[config.mk]
export PLATFORM = sky130hd
export DESIGN_NAME = pkt_mux_rr
export DESIGN_NICKNAME = d
export VERILOG_FILES = /design/src/rtl/pkt_mux_rr.sv
export SDC_FILE = /design/constraint.sdc
export NUM_CORES = 1
export LEC_CHECK = 0
export CAP_MARGIN = 30
export CORE_AREA = 2 2 147 149
export CTS_CLUSTER_SIZE = 8
export DETAILED_ROUTE_END_ITERATION = 6
export DIE_AREA = 0 0 149 151
export HOLD_SLACK_MARGIN = 0.15
export PLACE_DENSITY_LB_ADDON = 0.12
export SLEW_MARGIN = 20
export SYNTH_ARGS = -nofsm -noshare
export SYNTH_HDL_FRONTEND = slang
export SYNTH_SLANG_ARGS = --single-unit
[constraint.sdc]
create_clock -name clk -period 8.08 [get_ports clk]
set_clock_uncertainty 0.1 [all_clocks]
set_input_delay 1.616 -clock clk [delete_from_list [all_inputs] [get_ports clk]]
set_output_delay 1.616 -clock clk [all_outputs]
set_load 0.01 [all_outputs]
[src/rtl/pkt_mux_rr.sv]
`default_nettype none
// ============================================================================
// Module   : pkt_mux_rr
// Purpose  : N-input packet-aware flit multiplexer. Arbitrates HEAD flits
//            (round-robin or external select), locks the grant until TAIL,
//            and drives a registered valid/ready output stage.
// Revision : 1.0 - initial release
// ============================================================================
module pkt_mux_rr #(
  parameter int N     = 4,
  parameter int DATAW = 64,
  parameter int TYPEW = 2,
  parameter int VCHW  = 2,
  parameter int MODE  = 0,
  parameter int SELW  = 4
) (
  input  logic                          clk,
  input  logic                          rst_,
  input  logic [N*(TYPEW+DATAW)-1:0]    idata,
  input  logic [N-1:0]                  ivalid,
  input  logic [N*VCHW-1:0]             ivch,
  output logic [N-1:0]                  iready,
  input  logic [SELW-1:0]               sel,
  output logic [TYPEW+DATAW-1:0]        odata,
  output logic                          ovalid,
  output logic [VCHW-1:0]               ovch,
  input  logic                          oready,
  output logic [SELW-1:0]               grant,
  output logic                          locked,
  output logic                          err,
  output logic [15:0]                   pkt_cnt
);

  localparam int         c_FLITW = TYPEW + DATAW;
  localparam logic [1:0] c_HEAD  = 2'b01;
  localparam logic [1:0] c_TAIL  = 2'b11;

  typedef enum logic [0:0] {
    S_IDLE   = 1'b0,
    S_LOCKED = 1'b1
  } state_t;

  state_t                 r_state;
  logic [SELW-1:0]        r_ptr;
  logic [SELW-1:0]        r_grant;
  logic                   r_err;
  logic [15:0]            r_pkt_cnt;
  logic [c_FLITW-1:0]     r_odata;
  logic                   r_ovalid;
  logic [VCHW-1:0]        r_ovch;

  logic [c_FLITW-1:0]     w_flit [N];
  logic [VCHW-1:0]        w_vch  [N];
  logic [N-1:0]           w_cand;
  logic                   w_found;
  logic [SELW-1:0]        w_win;
  int                     w_idx;
  logic [SELW-1:0]        w_src;
  logic [c_FLITW-1:0]     w_sel_flit;
  logic [VCHW-1:0]        w_sel_vch;
  logic [1:0]             w_sel_type;
  logic                   w_load_ok;
  logic [N-1:0]           w_iready;
  logic                   w_xfer;

  // Unpack the per-port buses; a port is a HEAD candidate only when valid,
  // carrying HEAD and (in select mode) addressed by sel.
  generate
    for (genvar k = 0; k < N; k++) begin : g_port
      assign w_flit[k] = idata[k*c_FLITW +: c_FLITW];
      assign w_vch[k]  = ivch[k*VCHW +: VCHW];
      assign w_cand[k] = ivalid[k] && (w_flit[k][c_FLITW-1 -: 2] == c_HEAD) &&
                         ((MODE == 0) || (sel == SELW'(k)));
    end
  endgenerate

  assign w_load_ok = !r_ovalid || oready;

  // Winner search: first candidate at or after ptr, wrapping. In select mode
  // ptr stays zero and at most one candidate exists, so the same search works.
  always_comb begin
    w_found = 1'b0;
    w_win   = '0;
    w_idx   = 0;
    for (int i = 0; i < N; i++) begin
      w_idx = int'(r_ptr) + i;
      if (w_idx >= N) w_idx = w_idx - N;
      if (!w_found && w_cand[w_idx]) begin
        w_found = 1'b1;
        w_win   = SELW'(w_idx);
      end
    end
  end

  assign w_src = (r_state == S_IDLE) ? w_win : r_grant;

  // Source flit mux plus per-port accept; accepts are forced low during reset.
  always_comb begin
    w_sel_flit = '0;
    w_sel_vch  = '0;
    w_iready   = '0;
    for (int k = 0; k < N; k++) begin
      if (w_src == SELW'(k)) begin
        w_sel_flit = w_flit[k];
        w_sel_vch  = w_vch[k];
      end
      if (r_state == S_IDLE)
        w_iready[k] = rst_ && w_load_ok && w_found && (w_win == SELW'(k));
      else
        w_iready[k] = rst_ && w_load_ok && (r_grant == SELW'(k));
    end
  end

  assign w_sel_type = w_sel_flit[c_FLITW-1 -: 2];
  assign w_xfer     = |(ivalid & w_iready);

  // Packet-lock FSM with the registered output stage and status counters.
  always_ff @(posedge clk or negedge rst_) begin
    if (!rst_) begin
      r_state   <= S_IDLE;
      r_ptr     <= '0;
      r_grant   <= '0;
      r_err     <= 1'b0;
      r_pkt_cnt <= '0;
      r_odata   <= '0;
      r_ovalid  <= 1'b0;
      r_ovch    <= '0;
    end else begin
      if (w_xfer) begin
        r_odata  <= w_sel_flit;
        r_ovch   <= w_sel_vch;
        r_ovalid <= 1'b1;
      end else if (oready) begin
        r_ovalid <= 1'b0;
      end
      case (r_state)
        S_IDLE: begin
          if (w_xfer) begin
            r_grant <= w_win;
            r_state <= S_LOCKED;
          end
        end
        S_LOCKED: begin
          if (w_xfer) begin
            if (w_sel_type == c_TAIL) begin
              r_state   <= S_IDLE;
              r_pkt_cnt <= r_pkt_cnt + 16'd1;
              if (MODE == 0)
                r_ptr <= (r_grant >= SELW'(N-1)) ? '0 : r_grant + 1'b1;
            end else if (!w_sel_type[1]) begin
              // HEAD or NONE inside a packet: forwarded, but flagged.
              r_err <= 1'b1;
            end
          end
        end
        default: r_state <= S_IDLE;
      endcase
    end
  end

  assign iready  = w_iready;
  assign odata   = r_odata;
  assign ovalid  = r_ovalid;
  assign ovch    = r_ovch;
  assign grant   = r_grant;
  assign locked  = (r_state == S_LOCKED);
  assign err     = r_err;
  assign pkt_cnt = r_pkt_cnt;

endmodule
`default_nettype wire

==> metrics.csv <==
stage,metric,value,unit
run_status,outcome,"finished, final reports clean",
yosys,synth-xor-area-share,2.92,%
yosys,ys_types,54,
final_layout,stdcell_count,1281,
global_routing,grt_usage,20.6,%
yosys,synthAdderAreaFrac,3.38,%
timing,timing.final.hold_violations,0,
clocking,cts-root-buf,clkbuf_16,
global_routing,grt_max_degree,82,
timing,tns,0,ps
worst_setup_path,cp-end-kind,primary output,
timing,worst_slack,1590,ps
detailed_routing,drcViolationCount,0,
clocking,cts_buffers,9,
yosys,muxShareOfSynthArea,15.1,%
yosys,synth.avg_cell_area,9.60,sq um
timing,finalSetupViolCount,0,
placed_design,dp_slack,1590,ps
worst_setup_path,reg2reg_to,odata[61]$_DFFE_PN0N_,
detailed_routing,drt_iter0_drc,287,
final_layout,nNetsFinal,1300,
floorplan,dieArea,22500,sq um
placed_design,place.gp.congestion,0.809,
timing,rsz0062_at_grt,false,
worst_setup_path,max_stage_delay,610,ps
worst_setup_path,r2r-start,r_ptr[1]$_DFFE_PN0P_,
detailed_routing,drt-total-wl,23900,um
global_routing,grt_pass1_vias,6451,
final_layout,multi_input_area,3690,sq um
final_layout,layout-drive-gt1-share,11.2,%
worst_setup_path,path_delay_family,compound AO/OA/AOI/OAI gates,
detailed_routing,final_antenna_net_count,0,
placed_design,place_area,10300,sq um
worst_setup_path,path_buf_inv,2,
yosys,synth_top_family_by_area,compound AO/OA/AOI/OAI gates,
yosys,yosysSeqAreaShare,37.7,%
detailed_routing,wl_per_cell,18.7,um
worst_setup_path,critPathKind,primary input to primary output,
pwr,vdd_drop_max,0.252,mV
timing,fmax,154,MHz
timing,finalCritPeriodShare,80.3,%
final_layout,nFillCells,1959,
timing,slew_viol_final,0,
worst_setup_path,slowest_stage,a2111oi_4,
yosys,netlist_top_cells_area,"dfrtp_1 38%, mux2_2 12%, nand2_1 8.6%",
clocking,htree_levels,3,
yosys,synth_cells,656,
timing,hold_ws,372,ps
worst_setup_path,crit_arrival,4770,ps
floorplan,ios,378,
yosys,synth_compound_area_share,20.9,%
floorplan,coreArea,20800,sq um
job,cap_violations,0,
final_layout,syn2layout_area_growth,67.5,%
worst_setup_path,worstPathRequired,6360,ps
yosys,async_flop_share,100,%
timing,slew_headroom,41.3,%
final_layout,ff_latch_area,2380,sq um
placed_design,dpl.hpwl,18600,um
hold_path,whs_path_depth,1,
yosys,synth_top_cell_by_area,dfrtp_1,
worst_setup_path,path_common_cell,clkdlybuf4s50_1,
floorplan,die-width,149,um
detailed_routing,vias,6473,
pwr,power_density,311,nW/um^2
timing,worst_pin_slew,878,ps
hold_path,hp-start,err$_DFFE_PN0P_,
yosys,synth-simple-area-share,15.8,%
clocking,insertion_delay,350,ps
yosys,synthFlopType,dfrtp_1,
placed_design,port_buffers,373,
worst_setup_path,r2r_slack,3030,ps
global_routing,antenna_found_initial,0,
hold_path,hold_class,flop to flop,
final_layout,final_area,10500,sq um
yosys,netlist.area_leader.share,37.7,%
floorplan,die_y,151,um
hold_path,hold_end,err$_DFFE_PN0P_,
global_routing,grt_pass1_wl,36000,um
yosys,syn-cell-area,6300,sq um
floorplan,row_count,53,
clocking,postCtsHoldBufs,0,
worst_setup_path,r2r.worst_path.cells,14,
detailed_routing,vias_per_cell,5.05,
clocking,cts_sinks,95,
yosys,synth_edf_count,0,
placed_design,placed_cells,1264,
clocking,cts.repair.resized,0,
clocking,cts_tree,built,
clocking,clk_pin_slew,70,ps
timing,min_period,6490,ps
pwr,leakagePower,4.19,nW
yosys,ys_ff_latch,95,
global_routing,grt-ovfl-total,0,
yosys,yosysWarningCount,0,
clocking,cts.path.max_buffers,2,
worst_setup_path,path_cells,"clkdlybuf4s50_1, and3b_1, mux4_2, o211ai_1, o311ai_1, a2111oi_4, nand2_1, o21ai_0, clkdlybuf4s50_1",
floorplan,initial_utilization,30.2,%
yosys,syn_nets,956,
worst_setup_path,crit_path_max_fanout,6,
detailed_routing,first_pass_iters,4,
worst_setup_path,start_kind,primary input,
clocking,postCtsSetupRepairBufs,0,
[cells by family after synthesis]
group / count (synthesis)
compound gates: 169
xor+xnor: 21
fa+ha+maj: 17
buf+inv: 59
flops: 95
mux: 79
simple gates: 216
[flip-flops by register name (all words and copies together), names as in the netlist]
register  count
grant         4
r_ptr         4
odata        66
pkt_cnt      16
locked        1
err           1
ovalid        1
ovch          2
[synth_stat cells (2+ instances only)]
cell,n
a2111oi_0,2
a211oi_1,3
a21boi_0,2
a21oi_1,4
a22o_1,4
a22oi_1,68
a311o_1,2
and2_1,4
and3_1,10
and3b_1,4
and4_1,2
buf_2,18
buf_4,4
clkbuf_1,28
dfrtp_1,95
ha_1,17
inv_1,8
mux2_2,68
mux2i_1,4
mux4_2,5
nand2_1,145
nand3_1,6
nand3b_1,6
nand4_1,12
nor2_1,9
nor2b_1,2
nor3_1,4
nor4_1,2
nor4bb_1,2
o211ai_1,68
o21ai_0,5
or2_1,2
xnor2_1,18
xor2_1,3
[worst max-delay path by stage]
| stage | start | to | slack [ps] | cells after the start |
|---|---|---|---|---|
| after global placement | idata[197] | iready[0] | 1590 | 9 |
| after global routing | r_ptr[1]$_DFFE_PN0P_ | iready[0] | 1280 | 13 |
| after floorplan | ivalid[0] | iready[0] | 2850 | 7 |
| after CTS | idata[197] | iready[0] | 1570 | 9 |
| after detailed placement | idata[197] | iready[0] | 1590 | 9 |
| final | idata[197] | iready[0] | 1590 | 9 |
[per-stage QoR]
stage                     power, W  util, %
after detailed placement   0.00289     49.2
after global routing       0.00353     50.6
after global placement     0.00288     49.2
after floorplan            0.00204        -
after CTS                  0.00334     50.6
final                      0.00328     50.7
[area by class of cell]
type / count / area share [%]
tap: 275 / 3.26
clock buffer: 9 / 2.13
timing repair buffer: 383 / 36.1
multi-input combinational: 502 / 35.0
inverter: 9 / 0.320
sequential: 95 / 22.5
clock inverter: 7 / 0.664
antenna: 1 / 0.0237
[power breakdown]
| group | internal [W] | leakage [nW] | total, W | switching, W |
|---|---|---|---|---|
| combinational | 0.00102 | 2.84 | 0.00205 | 0.00103 |
| sequential | 0.000663 | 1.21 | 0.000795 | 0.000131 |
| clock | 0.000241 | 0.146 | 0.000438 | 0.000197 |
| total | 0.00193 | 4.19 | 0.00328 | 0.00136 |
[cells in the final DEF (no fill, tap or decap), drive strengths merged, types with 2 or more instances in the layout]
| master | n |
|---|---|
| and2 | 4 |
| a22oi | 68 |
| nor4 | 2 |
| and4 | 2 |
| inv | 11 |
| nand3b | 6 |
| nor2b | 2 |
| nor3 | 4 |
| ha | 17 |
| dfrtp | 95 |
| a21boi | 2 |
| o311ai | 3 |
| clkinv | 3 |
| clkdlybuf4s50 | 372 |
| xnor2 | 18 |
| o21ai | 5 |
| xor2 | 3 |
| a211oi | 3 |
| nor2 | 10 |
| mux2 | 69 |
| nand3 | 7 |
| and3b | 4 |
| mux2i | 5 |
| nand2 | 145 |
| mux4 | 5 |
| o211ai | 69 |
| a21oi | 4 |
| a2111oi | 3 |
| nand2b | 2 |
| clkbuf | 9 |
| buf | 11 |
| nor4bb | 2 |
| and3 | 10 |
| a311o | 2 |
| nand4 | 12 |
| or2 | 3 |
| a22o | 4 |
[routing by layer]
layer / track usage (%) / part of all wire (%) / up-vias
met1: 25.0 / 40 / 3081
met3: 5.24 / 6.9 / 24
met4: 5.81 / 1.8 / 0
met2: 36.3 / 52 / 242
li1: - / - / 3126
met5: 0 / 0 / -
[worst reg2reg max path, cell delays in order, from the launching register on]
cell       delay (ps)
dfrtp_1           640
inv_1             270
ha_1              260
a21oi_1           250
xor2_1            280
ha_1              190
a21boi_0          360
nand3_1           140
o311ai_0          150
a311oi_1          250
a2111oi_4         590
o211a_2           770
buf_4             510
nand2_1           130
o211ai_1           90
Note: power is estimated with default switching activity, not from simulation.
